==> src/rtl/alu_sequencer.sv <==
// rtl/alu_sequencer.sv - command sequencer for a registered 2-bit-op ALU, with shift-add multiply
module alu_sequencer #(
    parameter int ALU_LAT  = 1,
    parameter int MUL_ITER = 32
) (
    input  logic        clk,
    input  logic        reset,
    input  logic        cmd_valid,
    output logic        cmd_ready,
    input  logic [2:0]  cmd_op,
    input  logic [31:0] cmd_a,
    input  logic [31:0] cmd_b,
    output logic        res_valid,
    input  logic        res_ready,
    output logic [31:0] res_data,
    output logic        res_err,
    output logic [31:0] alu_a,
    output logic [31:0] alu_b,
    output logic [1:0]  alu_op,
    input  logic [31:0] alu_res
);
    localparam logic [2:0] OP_MUL = 3'd4;

    typedef enum logic [1:0] {IDLE = 2'd0, WAIT = 2'd1, DONE = 2'd2} state_t;

    state_t      state, state_n;
    logic        mul_q, mul_n;
    logic [31:0] a_q, a_n, b_q, b_n;
    logic [7:0]  wcnt, wcnt_n;
    logic [4:0]  icnt, icnt_n, icnt_inc;
    logic [31:0] res_data_n, alu_a_n, alu_b_n;
    logic        res_err_n;
    logic [1:0]  alu_op_n;

    assign cmd_ready = (state == IDLE);
    assign res_valid = (state == DONE);
    assign icnt_inc  = icnt + 5'd1;

    always_ff @(posedge clk or posedge reset) begin
        if (reset) begin
            state    <= IDLE;
            mul_q    <= 1'b0;
            a_q      <= '0;
            b_q      <= '0;
            wcnt     <= '0;
            icnt     <= '0;
            res_data <= '0;
            res_err  <= 1'b0;
            alu_a    <= '0;
            alu_b    <= '0;
            alu_op   <= '0;
        end else begin
            state    <= state_n;
            mul_q    <= mul_n;
            a_q      <= a_n;
            b_q      <= b_n;
            wcnt     <= wcnt_n;
            icnt     <= icnt_n;
            res_data <= res_data_n;
            res_err  <= res_err_n;
            alu_a    <= alu_a_n;
            alu_b    <= alu_b_n;
            alu_op   <= alu_op_n;
        end
    end

    // During MUL, alu_a itself carries the running accumulator between iterations.
    always_comb begin
        state_n    = state;
        mul_n      = mul_q;
        a_n        = a_q;
        b_n        = b_q;
        wcnt_n     = wcnt;
        icnt_n     = icnt;
        res_data_n = res_data;
        res_err_n  = res_err;
        alu_a_n    = alu_a;
        alu_b_n    = alu_b;
        alu_op_n   = alu_op;
        case (state)
            IDLE: begin
                if (cmd_valid) begin
                    a_n   = cmd_a;
                    b_n   = cmd_b;
                    mul_n = (cmd_op == OP_MUL);
                    if (cmd_op > OP_MUL) begin
                        res_data_n = '0;
                        res_err_n  = 1'b1;
                        state_n    = DONE;
                    end else begin
                        wcnt_n  = 8'(ALU_LAT);
                        icnt_n  = '0;
                        state_n = WAIT;
                        if (cmd_op == OP_MUL) begin
                            alu_a_n  = '0;
                            alu_b_n  = cmd_b[0] ? cmd_a : 32'd0;
                            alu_op_n = 2'd0;
                        end else begin
                            alu_a_n  = cmd_a;
                            alu_b_n  = cmd_b;
                            alu_op_n = cmd_op[1:0];
                        end
                    end
                end
            end
            WAIT: begin
                if (wcnt != 8'd0) begin
                    wcnt_n = wcnt - 8'd1;
                end else if (mul_q && (icnt != 5'(MUL_ITER - 1))) begin
                    icnt_n  = icnt_inc;
                    wcnt_n  = 8'(ALU_LAT);
                    alu_a_n = alu_res;
                    alu_b_n = b_q[icnt_inc] ? (a_q << icnt_inc) : 32'd0;
                end else begin
                    res_data_n = alu_res;
                    res_err_n  = 1'b0;
                    state_n    = DONE;
                end
            end
            DONE: begin
                if (res_ready) state_n = IDLE;
            end
            default: state_n = IDLE;
        endcase
    end
endmodule

==> config.mk <==
export PLATFORM = sky130hd
export DESIGN_NAME = alu_sequencer
export DESIGN_NICKNAME = d
export VERILOG_FILES = /design/src/rtl/alu_sequencer.sv
export SDC_FILE = /design/constraint.sdc
export NUM_CORES = 1
export LEC_CHECK = 0
export ABC_AREA = 1
export CELL_PAD_IN_SITES_DETAIL_PLACEMENT = 0
export CELL_PAD_IN_SITES_GLOBAL_PLACEMENT = 1
export CORE_MARGIN = 2
export CORE_UTILIZATION = 40
export DETAILED_ROUTE_END_ITERATION = 12
export PLACE_DENSITY = 0.86
export SYNTH_ARGS = -nofsm -noshare
export SYNTH_HDL_FRONTEND = slang
export SYNTH_SLANG_ARGS = --single-unit
==> constraint.sdc <==
create_clock -name clk -period 10.75 [get_ports clk]
set_input_delay 1.6125 -clock clk [delete_from_list [all_inputs] [get_ports clk]]
set_output_delay 1.6125 -clock clk [all_outputs]
set_load 0.005 [all_outputs]
After elaboration in Yosys (flattened, before gate mapping)
Index checks and enable logic that the tools add are counted.
Operators by class
  add/sub/neg operators: 2
  order comparisons: 2
  equal/unequal tests: 12
  shift-type cells: 1
  multiplexer cells: 43
  bitwise operators: 1
  reduce and logical (&&, ||, !) cells: 10
Operators by type and width (number)
  $mux 32: 16
  $pmux 32 s2: 3
  $mux 8: 4
  $shl 32x5->32: 1
  $mux 5: 4
  $pmux 8 s2: 1
  $mux 2: 6
  $ne 2x2->1 const B: 5
  $pmux 5 s2: 1
  $reduce_and 5->1: 2
  $reduce_and 4->1: 2
  $reduce_bool 8->1: 1
  $sub 8x1->8 const B: 1
  $lt 5x6->1 const B: 1
  $pmux 2 s3: 1
  $add 5x1->5 const B: 1
  $bmux 1 s5: 1
  $mux 1: 5
  $ne 5x5->1 const B: 1
  $ne 2x1->1 const B: 2
  $eq 3x3->1 const B: 1
  $gt 3x3->1 const B: 1
  $ne 3x3->1 const B: 1
  $reduce_and 3->1: 1
  other kinds (8): 8
Word-level totals
  register bits: 179
  output and inout port bits: 101

Depth between registers and ports, before layout
  depth after elaboration: 7
  mapped depth: 14
  mapped depth without buffers: 13

Worst setup path before layout
OpenSTA, ideal clock, no wires.
  kind: input-to-reg
  from: in cmd_op[1]
  to: reg icnt[1]
  library setup time: 0.133 ns
  data arrival time: 2.637 ns
  data required time: 10.617 ns
  path slack: 7.980 ns
  stages: 10
  cell sequence: nor2_1 -> nor2_1 -> nand2_1 -> nand2_1 -> nor2_4 -> nand2_2 -> buf_4 -> buf_4 -> nand2_1 -> o31ai_1
On the way
  word-level cells in the longest chain between the ends: 3
RTL lines
  start, declared: line 10  | input logic [2:0] cmd_op,
  $gt 3x3->1: line 86  | if (cmd_op > OP_MUL) begin
  $ne 2x2->1 (no source line)
  $reduce_and 5->1 (no source line)
  end signal, assigned: line 58  | icnt <= icnt_n;
  end, declared: line 30  | logic [4:0] icnt, icnt_n, icnt_inc;
Every way passes these cells.
A chain may end at the register's enable or synchronous reset.

Worst setup path in the final report
  from: in cmd_op[1]
  to: reg alu_b[11]
On the way
  word-level cells in the longest chain between the ends: 5
RTL lines
  $eq 3x3->1: line 94  | if (cmd_op == OP_MUL) begin
  $mux 32: line 94
  $mux 32: line 86
  $mux 32: line 82  | if (cmd_valid) begin
  $pmux 32 s2: line 80  | case (state)
  end signal, assigned: line 62  | alu_b <= alu_b_n;
  end, declared: line 18  | output logic [31:0] alu_b,
Several ways; a longest one is shown, not always the timed one. The select of a mux whose other input is x is not followed.

==> impl_metrics.csv <==
group,metric,value,unit
synthesis,netlist-cell-type-count,34,
cts,h-tree-depth,4,
finish,fin_util,51.2,%
power,p_sw_share,48.0,%
worst_setup_path,cp_slowest_cell,"nand2_1",
cts,clockBufferDepth,2,
synthesis,ys_seq_area_share,44.4,%
timing,relSlewSlack,17.3,%
finish,layout-drive-gt1-share,5.27,%
finish,layout.nets,1649,
cts,post-cts-setup-buffer-count,0,
timing,slew_violations,0,
timing,setup_violations,0,
power,peakVddDrop,0.229,mV
placed_design,port_buffers,203,
route,routed_wl,36500,um
worst_setup_path,arrival,4.22,ns
cts,cts_inserted_buffers,17,
route,vias_per_cell,5.33,
route,drtAntennaViolNets,0,
placed_design,dp_hpwl,26300,um
power,power,4.19,mW
placed_design,routabilityCongestion,0.900,
min_path,worstHoldPathType,"register to register",
grt,grt_use_total,28.1,%
finish,diodes,0,
route,dr_wl_met3,2500,um
grt,grt_max_degree,109,
route,drc_errors,0,
worst_setup_path,critical-path-top-delay-family,"simple AND/OR/NAND/NOR gates",
grt,antenna_found_initial,1,
timing,fin_worst_skew,0.0196,ns
cts,clock-sinks,179,
power,p_int,2.18,mW
timing,tns,0,ns
worst_setup_path,crit_fanout,32,
cts,post_cts_resized,0,
job,cap_violations,0,
power,power_density,327,nW/um2
floorplanning,core_region_area,25000,um2
timing,fmax,0.258,GHz
power,switchingPower,2.01,mW
floorplanning,die_w,163,um
power,p_leak,6.16,nW
timing,period_minus_slack,3.88,ns
grt,grt_pass1_vias,9688,
cts,clk_pin_slew,0.08,ns
timing,worstMarginPinSlew,1.24,ns
cts,tritoncts,"done",
placed_design,pre_cts_ws,6.44,ns
synthesis,syn_avg_cell_area,7.21,um2
power,seqPwrFrac,28.1,%
floorplanning,die_y,163,um
floorplanning,io_pins,204,
timing,final.period_utilization,36.1,%
floorplanning,start_util,40.4,%
worst_setup_path,path_cells,"clkdlybuf4s50_1 > nor2_1 > nand2_1 > nand2_1 > o21ai_0 > o21a_1 > nor2_1 > nand2_1 > o21a_1",
route,vias,10100,
synthesis,async_flop_share,100,%
power,comb_power_share,56.2,%
grt,grt_pass1_wl,56700,um
worst_setup_path,required,11.09,ns
timing,rsz0062_at_grt,"false",
floorplanning,die_area,26500,um2
grt,grt_overflow,0,
status,status,"completed",
worst_setup_path,crit_path_frequent_cell,"nand2_1",
worst_setup_path,crit_buf_inv,1,
route,wl_per_cell,19.4,um
route,first_pass_iters,5,
route,routed-wl-met2,17300,um
worst_setup_path,worstSetupPathType,"primary input to register",
synthesis,postSynthCellCount,1400,
floorplanning,row_count,58,
timing,setup_ws,6.87,ns
worst_setup_path,endpoint_kind,"register",
cts,clockRootBuffer,"clkbuf_16",
synthesis,synth_ff_type,"dfrtp_1",
finish,syn2layout_area_growth,26.8,%
timing,hold_viol,0,
synthesis,ys_warn_count,0,
route,met1Wirelength,15400,um
synthesis,synth_fp_nets,1507,
route,drtIter0Drc,886,
cts,clkLatencyLatePin,0.45,ns
synthesis,ys_seq_elements,179,
synthesis,synth_edf_count,0,
worst_setup_path,worstSetupStartpointType,"primary input",
power,clockPowerShare,15.7,%
route,top_layer_used,"met5",
worst_setup_path,cp_slowest_stage_delay,0.99,ns
cts,ctsHoldBuffers,0,
synthesis,synth_area,10100,um2
-- stage by stage --
stage,cell area (um2),hold WS [ns],instances
6_report,12800,0.486,1885
3_3_place_gp,12200,0.463,1853
3_5_place_dp,12200,0.465,1853
4_1_cts,12800,0.491,1885
2_1_floorplan,10100,0.453,1400
5_1_grt,12800,0.513,1885
-- layer usage --
metal	up-vias	global-route usage, %
li1	4819	-
met1	4767	36.7
met2	393	46.2
met3	75	5.19
met4	2	11.2
met5	-	0
-- state kept, by name (all words and copies together) (netlist names) --
register  flops
res_err       1
alu_b        32
state         2
icnt          5
b_q          32
mul_q         1
a_q          32
wcnt          8
res_data     32
alu_op        2
alu_a        32
-- synthesized netlist by cell type, types with 5 or more instances --
cell type	count	area, um2
nand2_1	456	1710
nand2_2	5	31.3
o21ai_0	110	551
a31oi_1	6	37.5
nand4_1	9	56.3
dfrtp_1	179	4480
buf_4	15	113
o21ai_1	25	125
nand3_1	219	1100
nor2_1	49	184
inv_1	120	450
clkbuf_1	34	128
buf_2	34	170
inv_2	6	22.5
a21oi_1	69	345
o21a_1	18	135
mux2_2	14	158
-- worst paths after layout --
| kind | slack, ns | cells past startpoint | from | end |
|---|---|---|---|---|
| worst min-delay path | 0.49 | 2 | alu_a[26] | alu_a[26] |
| max in group asynchronous | 7.46 | 3 | reset | a_q[5] |
| min in group asynchronous | 1.73 | 2 | reset | res_data[28] |
| worst max-delay path | 6.87 | 9 | cmd_op[1] | alu_b[11] |
| worst max register to register | 7.10 | 9 | icnt[0] | alu_b[11] |
| worst min register to register | 0.49 | 2 | alu_a[26] | alu_a[26] |
-- cell families (layout without fill, tap and decap cells) --
| group | count (synthesis) | count (layout) | synth area share, % |
|---|---|---|---|
| compound gates | 236 | 236 | 12.4 |
| xor+xnor | 3 | 3 | 0.409 |
| fa+ha+maj | 4 | 4 | 0.496 |
| buf+inv | 216 | 371 | 9.34 |
| flops | 179 | 179 | 44.4 |
| mux | 14 | 14 | 1.56 |
| simple gates | 748 | 748 | 31.4 |
-- worst min-delay path, stage by stage (launching register included) --
cell and delay, ns:
dfrtp_1 0.35, nand2_1 0.05, nand2_1 0.06
-- layout make-up --
type                            instances  area [um2]
Inverter                              128         488
Tap cell                              330         413
Clock inverter                         15         183
Timing Repair Buffer                  211        2090
Clock buffer                           17         425
Fill cell                            2478       12200
Sequential cell                       179        4480
Multi-Input combinational cell       1005        4710
-- power groups by stage --
stage / logic [mW] / clock network, mW / registers (mW)
floorplan: 1.56 / 0 / 1.13
global placement: 2.31 / 0 / 1.18
detailed placement: 2.33 / 0 / 1.18
CTS: 2.34 / 0.662 / 1.17
global route: 2.65 / 0.687 / 1.20
finish: 2.35 / 0.657 / 1.17
-- placed cells by master, fill, tap and decap left out, types with 3 or more instances in the layout --
cell type	instances
a21oi_1	69
a31oi_1	6
buf_4	8
clkbuf_16	17
clkdlybuf4s50_1	203
clkinv_4	3
clkinv_8	3
dfrtp_1	179
ha_1	3
inv_1	119
inv_2	6
inv_8	5
mux2_2	14
nand2_1	455
nand2_2	4
nand2_4	3
nand3_1	218
nand4_1	9
nor2_1	49
nor2_2	4
o21a_1	18
o21ai_0	110
o21ai_1	25
o31ai_1	4
No activity file was read; power rests on OpenSTA's default activity.
